===== src/rtl/regfile_wb_arbiter_if.sv =====
// rtl/regfile_wb_arbiter_if.sv - write-back arbiter request/response bus
interface regfile_wb_arbiter_if #(
  parameter int mem_width = 32,
  parameter int mem_depth = 32
);
  localparam int rd_w = $clog2(mem_depth);

  logic                 alu_valid;
  logic [rd_w-1:0]      alu_rd;
  logic [mem_width-1:0] alu_data;
  logic                 alu_stall;
  logic                 lsu_valid;
  logic                 lsu_ready;
  logic [rd_w-1:0]      lsu_rd;
  logic [mem_width-1:0] lsu_data;
  logic                 we;
  logic [mem_depth-1:0] wr_sel;
  logic [mem_width-1:0] data_in;
  logic [mem_depth-1:0] pending_mask;

  // Arbiter side
  modport slave (
    input  alu_valid, alu_rd, alu_data, lsu_valid, lsu_rd, lsu_data,
    output alu_stall, lsu_ready, we, wr_sel, data_in, pending_mask
  );

  // Requester / observer side
  modport master (
    output alu_valid, alu_rd, alu_data, lsu_valid, lsu_rd, lsu_data,
    input  alu_stall, lsu_ready, we, wr_sel, data_in, pending_mask
  );
endinterface


===== src/rtl/regfile_wb_arbiter.sv =====
// rtl/regfile_wb_arbiter.sv - merges ALU and load-return write-backs into one register write port
module regfile_wb_arbiter #(
  parameter int mem_width    = 32,
  parameter int mem_depth    = 32,
  parameter int fifo_depth   = 2,
  parameter int starve_limit = 4
) (
  input  logic                i_clk,
  input  logic                i_reset,
  regfile_wb_arbiter_if.slave io_wb
);
  localparam int rd_w  = $clog2(mem_depth);
  localparam int ptr_w = $clog2(fifo_depth);
  localparam int cnt_w = $clog2(fifo_depth + 1);
  localparam int stv_w = $clog2(starve_limit + 1);

  logic [rd_w-1:0]      r_fifo_rd   [fifo_depth];
  logic [mem_width-1:0] r_fifo_data [fifo_depth];
  logic [ptr_w-1:0]     r_wptr;
  logic [ptr_w-1:0]     r_rptr;
  logic [cnt_w-1:0]     r_count;
  logic [stv_w-1:0]     r_starve;
  logic                 r_we;
  logic [mem_depth-1:0] r_wr_sel;
  logic [mem_width-1:0] r_data_in;

  logic                 w_empty;
  logic                 w_ready;
  logic                 w_stall;
  logic                 w_push;
  logic                 w_pop;
  logic                 w_grant_alu;
  logic                 w_grant_fifo;
  logic [rd_w-1:0]      w_rd;
  logic [mem_width-1:0] w_data;
  logic [mem_depth-1:0] w_pending;

  assign w_empty = (r_count == '0);
  assign w_ready = (r_count < cnt_w'(fifo_depth));
  // The counter only reaches the limit while the FIFO holds something,
  // so a stall always has a head entry to hand the port to.
  assign w_stall      = (r_starve == stv_w'(starve_limit));
  assign w_grant_fifo = !w_empty && (w_stall || !io_wb.alu_valid);
  assign w_grant_alu  = !w_stall && io_wb.alu_valid;
  assign w_push       = io_wb.lsu_valid && w_ready && !i_reset;
  assign w_pop        = w_grant_fifo;
  assign w_rd         = w_grant_fifo ? r_fifo_rd[r_rptr]   : io_wb.alu_rd;
  assign w_data       = w_grant_fifo ? r_fifo_data[r_rptr] : io_wb.alu_data;

  // Destinations still in flight: live FIFO entries plus the output register
  always_comb begin
    w_pending = r_wr_sel;
    for (int i = 0; i < fifo_depth; i++) begin
      if (cnt_w'(i) < r_count) begin
        w_pending[r_fifo_rd[r_rptr + ptr_w'(i)]] = 1'b1;
      end
    end
    w_pending[0] = 1'b0;
  end

  // FIFO payload storage; contents are don't-care outside the live window
  always_ff @(posedge i_clk) begin
    if (w_push) begin
      r_fifo_rd[r_wptr]   <= io_wb.lsu_rd;
      r_fifo_data[r_wptr] <= io_wb.lsu_data;
    end
  end

  // FIFO pointers, occupancy and starvation counter
  always_ff @(posedge i_clk) begin
    if (i_reset) begin
      r_wptr   <= '0;
      r_rptr   <= '0;
      r_count  <= '0;
      r_starve <= '0;
    end else begin
      if (w_push) begin
        r_wptr <= r_wptr + ptr_w'(1);
      end
      if (w_pop) begin
        r_rptr <= r_rptr + ptr_w'(1);
      end
      case ({w_push, w_pop})
        2'b10:   r_count <= r_count + cnt_w'(1);
        2'b01:   r_count <= r_count - cnt_w'(1);
        default: r_count <= r_count;
      endcase
      // Popping is the only way the FIFO drains, so it also covers "became empty"
      if (w_pop) begin
        r_starve <= '0;
      end else if (w_grant_alu && !w_empty) begin
        r_starve <= r_starve + stv_w'(1);
      end
    end
  end

  // Registered write port; x0 writes are consumed but never reach storage
  always_ff @(posedge i_clk) begin
    if (i_reset) begin
      r_we      <= 1'b0;
      r_wr_sel  <= '0;
      r_data_in <= '0;
    end else if ((w_grant_alu || w_grant_fifo) && (w_rd != '0)) begin
      r_we      <= 1'b1;
      r_wr_sel  <= mem_depth'(1) << w_rd;
      r_data_in <= w_data;
    end else begin
      r_we     <= 1'b0;
      r_wr_sel <= '0;
    end
  end

  assign io_wb.alu_stall    = w_stall;
  assign io_wb.lsu_ready    = w_ready;
  assign io_wb.we           = r_we;
  assign io_wb.wr_sel       = r_wr_sel;
  assign io_wb.data_in      = r_data_in;
  assign io_wb.pending_mask = w_pending;
endmodule


===== src/flat_wrapper.sv =====
// flat-port wrapper written by rule: the top's interface ports become plain ports
module regfile_wb_arbiter_flat 
#(
  parameter int mem_width    = 32,
  parameter int mem_depth    = 32,
  parameter int fifo_depth   = 2,
  parameter int starve_limit = 4
)
  (i_clk, i_reset, io_wb_alu_valid, io_wb_alu_rd, io_wb_alu_data, io_wb_lsu_valid, io_wb_lsu_rd, io_wb_lsu_data, io_wb_alu_stall, io_wb_lsu_ready, io_wb_we, io_wb_wr_sel, io_wb_data_in, io_wb_pending_mask);
  regfile_wb_arbiter_if #(.mem_width(mem_width), .mem_depth(mem_depth)) io_wb_i ();
  input  logic i_clk;
  input  logic i_reset;
  input wire logic [$bits(io_wb_i.alu_valid)-1:0] io_wb_alu_valid;
  input wire logic [$bits(io_wb_i.alu_rd)-1:0] io_wb_alu_rd;
  input wire logic [$bits(io_wb_i.alu_data)-1:0] io_wb_alu_data;
  input wire logic [$bits(io_wb_i.lsu_valid)-1:0] io_wb_lsu_valid;
  input wire logic [$bits(io_wb_i.lsu_rd)-1:0] io_wb_lsu_rd;
  input wire logic [$bits(io_wb_i.lsu_data)-1:0] io_wb_lsu_data;
  output wire logic [$bits(io_wb_i.alu_stall)-1:0] io_wb_alu_stall;
  output wire logic [$bits(io_wb_i.lsu_ready)-1:0] io_wb_lsu_ready;
  output wire logic [$bits(io_wb_i.we)-1:0] io_wb_we;
  output wire logic [$bits(io_wb_i.wr_sel)-1:0] io_wb_wr_sel;
  output wire logic [$bits(io_wb_i.data_in)-1:0] io_wb_data_in;
  output wire logic [$bits(io_wb_i.pending_mask)-1:0] io_wb_pending_mask;
  assign io_wb_i.alu_valid = io_wb_alu_valid;
  assign io_wb_i.alu_rd = io_wb_alu_rd;
  assign io_wb_i.alu_data = io_wb_alu_data;
  assign io_wb_i.lsu_valid = io_wb_lsu_valid;
  assign io_wb_i.lsu_rd = io_wb_lsu_rd;
  assign io_wb_i.lsu_data = io_wb_lsu_data;
  assign io_wb_alu_stall = io_wb_i.alu_stall;
  assign io_wb_lsu_ready = io_wb_i.lsu_ready;
  assign io_wb_we = io_wb_i.we;
  assign io_wb_wr_sel = io_wb_i.wr_sel;
  assign io_wb_data_in = io_wb_i.data_in;
  assign io_wb_pending_mask = io_wb_i.pending_mask;
  regfile_wb_arbiter #(.mem_width(mem_width), .mem_depth(mem_depth), .fifo_depth(fifo_depth), .starve_limit(starve_limit)) u_core (.i_clk(i_clk), .i_reset(i_reset), .io_wb(io_wb_i));
endmodule

===== config.mk =====
export PLATFORM = sky130hd
export DESIGN_NAME = regfile_wb_arbiter_flat
export DESIGN_NICKNAME = d
export VERILOG_FILES = /design/src/rtl/regfile_wb_arbiter_if.sv /design/src/rtl/regfile_wb_arbiter.sv /design/src/flat_wrapper.sv
export SDC_FILE = /design/constraint.sdc
export NUM_CORES = 1
export LEC_CHECK = 0
export BUFFER_PORTS_ARGS = -buffer_cell sky130_fd_sc_hd__buf_2
export CAP_MARGIN = 10
export CORE_ASPECT_RATIO = 0.6
export CORE_MARGIN = 2
export CORE_UTILIZATION = 53
export CTS_CLUSTER_SIZE = 28
export DETAILED_ROUTE_END_ITERATION = 8
export GPL_TIMING_DRIVEN = 0
export HOLD_SLACK_MARGIN = 0.03
export PLACE_DENSITY = 0.87
export SLEW_MARGIN = 25
export SYNTH_ARGS = -nofsm -noshare
export SYNTH_HDL_FRONTEND = slang
export SYNTH_SLANG_ARGS = --single-unit

===== constraint.sdc =====
create_clock -name i_clk -period 4.21 [get_ports i_clk]
set_input_delay 1.0525 -clock i_clk [delete_from_list [all_inputs] [get_ports i_clk]]
set_output_delay 1.0525 -clock i_clk [all_outputs]
set_load 0.005 [all_outputs]

Word level (Yosys, flattened, before mapping) --
Memories as Yosys holds them, arrays and structs flattened. A register that Yosys moved wholly into a read port is not among the register bits. Cells that the tools add are included.
Operators by class: $add $sub $neg 5, $lt $le $gt $ge 7, eq/ne operators 3, shift-type cells 1, multiplexer cells 16, bitwise logic cells 3, reductions and logical operators 19
Operators with widths (count):
- 32-bit two-way mux | 3
- 32-bit OR | 2
- 1-bit by 5-bit left shift with 32-bit output, first input constant | 1
- 5-bit by 6-bit < comparator with 1-bit output, second input constant | 2
- 1-bit demux with 5-bit select | 2
- 5-bit by 1-bit greater-or-equal comparator with 1-bit output, second input constant | 2
- 1-bit two-way mux | 9
- 1-bit logical AND | 8
- 5-bit two-way mux | 1
- 5-bit nonzero test | 1
- 1-bit zero test | 4
- 1-bit by 2-bit < comparator with 1-bit output, first input constant | 2
- 2-bit one-hot mux with 2 select lines | 1
- 2-bit OR reduction | 2
- 3-bit by 1-bit adder with 3-bit output, second input constant | 1
- 3-bit equality test, second input constant | 1
- 1-bit adder, second input constant | 2
- 2-bit by 1-bit adder with 2-bit output, second input constant | 1
- 2-bit by 1-bit equality test with 1-bit output, second input constant | 1
- 2-bit equality test, second input constant | 1
- 2-bit zero test | 1
- 1-bit logical OR | 2
- 2-bit < comparator, second input constant | 1
- 2-bit nonzero test | 1
- other kinds (2) | 2
Storage, ports and cells: register bits after elaboration 72, RAM bits 74, input bits 78, output and inout bits 99, logic and storage cells 63, memories 2
Memory list:
- u_core.r_fifo_data | words 2, bits a word 32, rd ports 1, clocked after memory_dff 1, write ports 1, RTL line regfile_wb_arbiter.sv:18 | logic [mem_width-1:0] r_fifo_data [fifo_depth];
- u_core.r_fifo_rd | words 2, bits a word 5, rd ports 2, clocked after memory_dff 1, write ports 1, RTL line regfile_wb_arbiter.sv:17 | logic [rd_w-1:0] r_fifo_rd [fifo_depth];

Longest topological paths before layout --
Gate-level depths: netlist of run 1.
depth in word-level cells 8, depth in mapped cells 9, mapped depth without buffers 8

Worst setup path before layout of run 1 --
Ideal clock, no wire load.
kind input port to flip-flop, start input i_reset, end memory u_core.r_fifo_data[0][0] (enable), library setup time 0.431 ns, arrival time 3.193 ns, required time 3.779 ns, path slack 0.585 ns, stages on the path 5, path buffers 2, cell sequence clkbuf_1 -> clkbuf_1 -> nor2_1 -> nand2_1 -> nor2_1
On the way: cells in the longest elaborated chain, start to end 4
RTL lines:
- from (decl) | RTL line flat_wrapper.sv:12 | input logic i_reset;
- 1-bit zero test | RTL line regfile_wb_arbiter.sv:45 | assign w_push = io_wb.lsu_valid && w_ready && !i_reset;
- 1-bit logical AND | RTL line regfile_wb_arbiter.sv:45
- 1-bit two-way mux | RTL line regfile_wb_arbiter.sv:63 | if (w_push) begin
- 1-bit two-way mux (implied by the code) | RTL line regfile_wb_arbiter.sv:65 | r_fifo_data[r_wptr] <= io_wb.lsu_data;
- to (decl) | RTL line regfile_wb_arbiter.sv:18
No other way between the ends.

Worst setup path in the final report of run 1 --
start register u_core.r_count[1], end output io_wb_pending_mask[28]
On the way: cells in the longest elaborated chain, start to end 4, elaborated cells between the ends (all ways) 5, classes of those cells order compare (2); mux (2); bitwise (1)
RTL lines:
- from (decl) | RTL line regfile_wb_arbiter.sv:21 | logic [cnt_w-1:0] r_count;
- from (signal assigned) | RTL line regfile_wb_arbiter.sv:84 | 2'b10: r_count <= r_count + cnt_w'(1);
- from (signal assigned) | RTL line regfile_wb_arbiter.sv:85 | 2'b01: r_count <= r_count - cnt_w'(1);
- from (signal assigned) | RTL line regfile_wb_arbiter.sv:86 | default: r_count <= r_count;
- 1-bit by 2-bit < comparator with 1-bit output | RTL line regfile_wb_arbiter.sv:54 | if (cnt_w'(i) < r_count) begin
- 32-bit two-way mux | RTL line regfile_wb_arbiter.sv:54
- 32-bit OR (no line)
- 32-bit two-way mux * | RTL line regfile_wb_arbiter.sv:54
- to (decl) | RTL line flat_wrapper.sv:24 | output wire logic [$bits(io_wb_i.pending_mask)-1:0] io_wb_pending_mask;
Mark *: on every way between the ends. The rest lies on a longest branch, timed or not.

==> results.md, run 1 <==
- Area fraction in compound gates after synthesis: 0.1568
- Lkg Pwr: 3.463 nW
- Total GRT Usage: 0.2857
- Hold_buf cts: 0
- Root Driver: clkbuf_16
- Count leader, synth: edfxtp_1
- Hold Path Class: reg2reg
- Clock network fraction of total power: 0.335
- Asr flop ratio synth: 0
- RSZ-0062 raised after global routing: no
- Worst Max-Slew Pin Slew: 0.8455 ns
- CTS clk-pin slew, worst paths: 0.06 ns
- Most frequent cells after synthesis: edfxtp_1 (74), dfxtp_1 (73), mux2i_1 (69)
- Core area: 0.01222 mm²
- Post_cts resized: 0
- Max VDD drop: 0.0004223 V
- WP data arrival: 2.73 ns
- Final wirelength: 19,330 µm
- CTS buffer count: 17
- Largest family of logic cells by synthesized area: compound AO/OA/AOI/OAI gates
- Post-synthesis mux area share: 0.1097
- CP Data Required Time: 3.16 ns
- CP bufs+invs: 5
- Wire per inst: 19.97 µm
- Final Non-Filler Cells: 968
- Die area: 0.01360 mm²
- CTS tree: built
- Critical Path Source Type: flop
- Switch share: 0.3396
- Number of port buffers: 174
- Synthesized area: 0.006709 mm²
- Seq pwr share: 0.385
- Share of the synthesized area in the top cell type: 0.3312
- Via count: 5,826
- Largest area contributor in the netlist: edfxtp_1
- Top post-synthesis cells by area: edfxtp_1 (33%), dfxtp_1 (22%), mux2i_1 (10%)
- HPWL Detailed: 14,320 µm
- Worst-path cell chain: inv_1 > ha_1 > buf_2 > inv_2 > buf_1 > o21ai_1 > o221ai_1 > buf_2
- Start point of the worst hold path: u_core.io_wb.data_in[18]
- I/O pin count: 177
- Hold path depth: 2
- Share of cells above drive strength 1: 0.2984
- R2r endpoint: u_core.io_wb.wr_sel[4]
- Area Growth Syn to Fin: 26.02%
- PD cells: 535.7 mW/mm²
- Die Y: 91.15 µm
- RD Place Congestion: 0.9890
- Synthesis warning total: 0
- Worst setup startpoint: u_core.r_count[1]
- Part of the power in combinational logic: 0.280
- XOR/XNOR Fraction of Synth Area: 0.005222
- Post-CTS setup buffers: 0
- Nets: 871
- Starting density of the core: 0.5491
- Most used DFF post-synth: edfxtp_1
- First-pass GRT wire length: 29,580 µm
- Status: completed
- Max Freq: 264.5 MHz
- Rows: 31
- Distinct cells, synth: 55
- Avg Synthesized Cell Area: 11.33 µm²
- Largest fanout on the critical path: 10
- Crit-path leading delay family: buffers and inverters
- Max-Cap Viols: 0
- Hold Path End: u_core.io_wb.data_in[18]
- Drt first-iter violations: 615
- Gr ovfl total: 0
- P_int: 2.991 mW
- CTS H-tree lvls: 4
- Final ANT Viol Nets: 0
- DRC viols: 0
- Final Instance Area: 0.008454 mm²
- RR Startpoint: u_core.r_starve[0]
- Worst reg2reg path depth: 7
- NetSw: 1.538 mW
- Simple-gate share of the synthesized area: 0.1132
- Critical path type: reg2out
- Post-synthesis sequential area ratio: 0.5490
- Number of global-route vias before repair: 5,636
- Fin. Hold Viols: 0
- Final period utilization: 0.8980
- Clock sinks: 147
- Worst Skew: 0.01431 ns
- Pin count of the biggest net entering global routing: 24
- Die X: 149.3 µm
- Max-Slew Margin vs Limit: 0.4304
- Adder-Cell Fraction of Synth Area: 0.009325
- Clock latency on the worst-skew pair: 0.43 ns
- EDFF count, synth: 74
- Slowest library cell on the worst path: buf_1
- Final setup viols: 0
- CP peak stage delay: 0.40 ns
- Mapped Cells: 592
- Initial antenna violation count: 1
- Crit path time final: 3.781 ns
- Routed vias/inst: 6.019
- 1st-pass router iterations: 6
- # placed instances: 934
- Clock tree buffer depth: 2
- Crit end category: output port
- Area after DPL: 0.007860 mm²
- Most Frequent Cell on Critical Path: buf_2
- Synthesized flop and latch total: 147
- Reg2Reg Setup Slack: 1.72 ns
- Final Max Tran Viols: 0
[stage by stage]
step           utilization  TNS (ns)  hold WS, ns  power (mW)  setup slack (ns)
3_3_place_gp        0.6376    -41.39       0.4581       2.947           -0.5657
3_5_place_dp        0.6433         0       0.4689       3.007            0.9562
4_1_cts             0.6916         0       0.4838       4.508            0.5027
5_1_grt             0.6918         0       0.5107       4.718            0.3417
6_report            0.6920         0       0.4838       4.529            0.4293
2_1_floorplan            -         0       0.4486       2.574            0.5853
[cells in the final DEF (no fill, tap or decap), drive strengths merged, types with 8 or more instances in the layout]
master	synthesis	routed
nor3b	8	8
buf	19	195
edfxtp	74	74
nand2	13	13
a211o	32	32
dfxtp	73	73
a21oi	43	43
nor2	34	34
nand2b	34	34
clkbuf	18	35
o21ai	18	18
mux2i	69	69
inv	40	49
o221ai	31	31
nor3	21	21
nand3	8	8
[power groups by stage]
stage               clock [mW]  sequential, mW  combinational, mW
detailed placement           0            1.77               1.24
global placement             0            1.76               1.18
floorplan                    0            1.76              0.814
finish                    1.52            1.74               1.27
CTS                       1.52            1.74               1.25
global route              1.59            1.76               1.37
[layout make-up]
type / instances / area (µm²)
buffer: 37 / 226.5
clock buffer: 17 / 425.4
inverter: 40 / 150.1
timing repair buffer: 176 / 925.9
fill: 884 / 3764
multi-input combinational: 369 / 2668
antenna: 2 / 5.005
clock inverter: 15 / 163.9
tap: 165 / 206.4
sequential: 147 / 3684
[tightest hold or removal path, delay by kind of cell, from the launching register on]
kind	cells	cell delay (ns)
flops	1	0.31
mux	1	0.06
simple gates	1	0.06
[per-layer routing]
layer | part of all wire | vias up | GRT usage | wire, µm
met4 | 0.015 | 0 | 0.08333 | 299
met2 | 0.44 | 365 | 0.4159 | 8430
met1 | 0.45 | 2819 | 0.4197 | 8647
li1 | - | 2602 | - | -
met3 | 0.10 | 40 | 0.07437 | 1950
met5 | 0 | - | 0 | 0
[logic make-up (layout without fill, tap and decap cells)]
group / count (synthesis) / in the layout
xor+xnor: 4 / 4
compound gates: 147 / 147
fa+ha+maj: 5 / 5
buf+inv: 77 / 285
mux: 73 / 73
simple gates: 138 / 138
other cells: 1 / 4
flops: 147 / 147
[sequential cells by signal, indices dropped and copies added, names as in the netlist, named ones only]
register,cells
u_core.io_wb.data_in,32
u_core.r_fifo_data,64
u_core.r_fifo_rd,10
u_core.r_count,2
u_core.r_rptr,1
u_core.r_starve,3
u_core.io_wb.wr_sel,32
u_core.r_wptr,1
u_core.io_wb.we,1
[how the worst max path moves through the flow]
| stage | end | depth (start not counted) |
|---|---|---|
| 2_1_floorplan | u_core.r_fifo_data[0][0] | 5 |
| 3_3_place_gp | u_core.r_fifo_data[1][31] | 5 |
| 3_5_place_dp | io_wb_pending_mask[28] | 8 |
| 4_1_cts | io_wb_pending_mask[28] | 8 |
| 5_1_grt | io_wb_pending_mask[28] | 8 |
| 6_report | io_wb_pending_mask[28] | 8 |
No activity file was read; power rests on OpenSTA's default activity.
==> run 2, diff against run 1 <==
- BUFFER_PORTS_ARGS: -buffer_cell sky130_fd_sc_hd__buf_2 -> -buffer_cell sky130_fd_sc_hd__buf_4
- CORE_MARGIN: 2 -> 3
- CORE_UTILIZATION: 53 -> 57
- PLACE_DENSITY: 0.87 -> 0.92
- clock period: 4.21 -> 4.8 ns (I/O delays scaled with it)
==> results.md, run 2 (synthesis results as in run 1) <==
- Root Driver: clkbuf_16
- Starting density of the core: 0.6082 (+0.05911)
- Die X: 146.1 µm (-2.1%)
- Post-CTS setup buffers: 0 (unchanged)
- Clock network fraction of total power: 0.313 (-0.022)
- Die Y: 90.04 µm (-1.2%)
- Fin. Hold Viols: 0 (unchanged)
- Worst Skew: 0.01048 ns (-0.003829 ns)
- Drt first-iter violations: 873 (+42%)
- Die area: 0.01315 mm² (-3.3%)
- Max-Slew Margin vs Limit: 0.2864 (-0.1440)
- Wire per inst: 21.96 µm (+10%)
- Final wirelength: 21,000 µm (+8.6%)
- CTS H-tree lvls: 4 (unchanged)
- Final period utilization: 0.8292
- Crit end category: output port
- CP Data Required Time: 3.60 ns (+0.44 ns)
- Fillers: 681 (-23%)
- Clock tree buffer depth: 2 (unchanged)
- Seq pwr share: 0.385 (about the same)
- Switch share: 0.3410 (+0.001441)
- WHS: 0.4842 ns (+0.0003680 ns)
- Max-Cap Viols: 0 (unchanged)
- Leading cell type in the layout, fill and taps excluded: buf_4
- Number of global-route vias before repair: 5,729 (+1.7%)
- Number of port buffers: 174 (unchanged)
- Final Max Tran Viols: 0 (unchanged)
- P_int: 2.621 mW (-12%)
- Crit path time final: 3.980 ns
- Max Freq: 251.3 MHz
- Worst setup startpoint: u_core.r_count[1]
- Start point of the worst hold path: u_core.io_wb.data_in[22]
- Share of cells above drive strength 1: 0.2971 (-0.001248)
- Largest fanout on the critical path: 10 (unchanged)
- CTS tree: built
- Rows: 29 (-6.5%)
- Area Growth Syn to Fin: 31.42%
- Hold_buf cts: 0 (unchanged)
- Max VDD drop: 0.0003238 V (-23%)
- Clock sinks: 147 (unchanged)
- Worst Max-Slew Pin Slew: 1.059 ns (+0.2137 ns)
- Final Instance Area: 0.008817 mm² (+4.3%)
- RD Place Congestion: 1.032 (+4.3%)
- HPWL Detailed: 15,290 µm (+6.8%)
- Critical Path Source Type: flop
- Status: completed
- Initial antenna violation count: 0 (-1)
- Ant diodes: 0 (-2)
- Via count: 5,981 (+2.7%)
- Core area: 0.01103 mm² (-9.7%)
- Clock latency on the worst-skew pair: 0.43 ns (about the same)
- Pin count of the biggest net entering global routing: 25 (+4.2%)
- 1st-pass router iterations: 6 (unchanged)
- Part of the power in combinational logic: 0.302 (+0.022)
- Critical path type: reg2out
- FF/Latch Area: 0.003684 mm² (unchanged)
- PD cells: 451.1 mW/mm² (-16%)
- NetSw: 1.356 mW (-12%)
- Nets: 871 (unchanged)
- Max FFs per register: 64 (unchanged)
- Post_cts resized: 0 (unchanged)
- RR Startpoint: u_core.r_starve[0]
- CTS clk-pin slew, worst paths: 0.07 ns (about the same)
- Hold Path Class: reg2reg
- Lkg Pwr: 3.508 nW (+1.3%)
- WP data arrival: 2.78 ns (+0.05 ns)
- Final ANT Viol Nets: 0 (unchanged)
- Most frequent cells in the layout: buf_4 (178), edfxtp_1 (74), dfxtp_1 (73)
- DRC viols: 0 (unchanged)
- Footprint of the multi-input gates: 0.002668 mm² (unchanged)
- RSZ-0062 raised after global routing: no
- Reg with most FFs: u_core.r_fifo_data
- Final setup viols: 0 (unchanged)
- Gr ovfl total: 0 (unchanged)
- I/O pin count: 177 (unchanged)
- CTS buffer count: 17 (unchanged)
- Routed vias/inst: 6.256 (+3.9%)
- Total GRT Usage: 0.3116 (+0.02590)
- Area after DPL: 0.008268 mm² (+5.2%)
- First-pass GRT wire length: 31,890 µm (+7.8%)
==> run 2: layer usage <==
metal	wire (µm)	vias to the layer above	GRT usage
met5	0	-	0
met4	524	0	0.09781
met3	2662	65	0.09146
met2	9233	459	0.4623
met1	8578	2858	0.4436
li1	-	2599	-
==> run 2: final cells by class <==
cell class                 instances  share of cell area
clock inverter                    14             0.01362
buffer                            37             0.02568
clock buffer                      18             0.04867
multi-input combinational        369              0.3025
timing repair buffer             176              0.1527
sequential                       147              0.4178
tap                              155             0.02200
inverter                          40             0.01703
==> run 2: power groups by stage <==
stage          clock network (mW)  registers, mW  logic, mW
2_1_floorplan                   0           1.54      0.714
3_3_place_gp                    0           1.55       1.11
3_5_place_dp                    0           1.55       1.17
4_1_cts                      1.25           1.53       1.18
5_1_grt                      1.30           1.54       1.27
6_report                     1.25           1.53       1.20
==> run 2: critical path, cell delays in order (launching register included) <==
cell and delay (ns):
dfxtp_1 0.32, inv_1 0.11, ha_1 0.25, buf_2 0.20
inv_2 0.20, buf_1 0.42, nand2_1 0.36, o221ai_1 0.33
buf_4 0.16
==> run 2: final timing paths <==
check             slack, ns                        to  depth (start not counted)
setup / recovery       0.82    io_wb_pending_mask[29]                          8
hold / removal         0.48  u_core.io_wb.data_in[22]                          2
setup reg to reg       2.32    u_core.io_wb.wr_sel[6]                          7
hold reg to reg        0.48  u_core.io_wb.data_in[22]                          2
==> run 2: stage by stage <==
step	TNS (ns)	power, mW	worst slack, ns	utilization	std cells
floorplan	0	2.258	1.028	-	593
global placement	-9.570	2.658	-0.1491	0.7446	922
detailed placement	0	2.720	1.371	0.7495	924
CTS	0	3.956	0.9050	0.7993	956
global route	0	4.118	0.6966	0.7993	956
finish	0	3.978	0.8199	0.7993	956
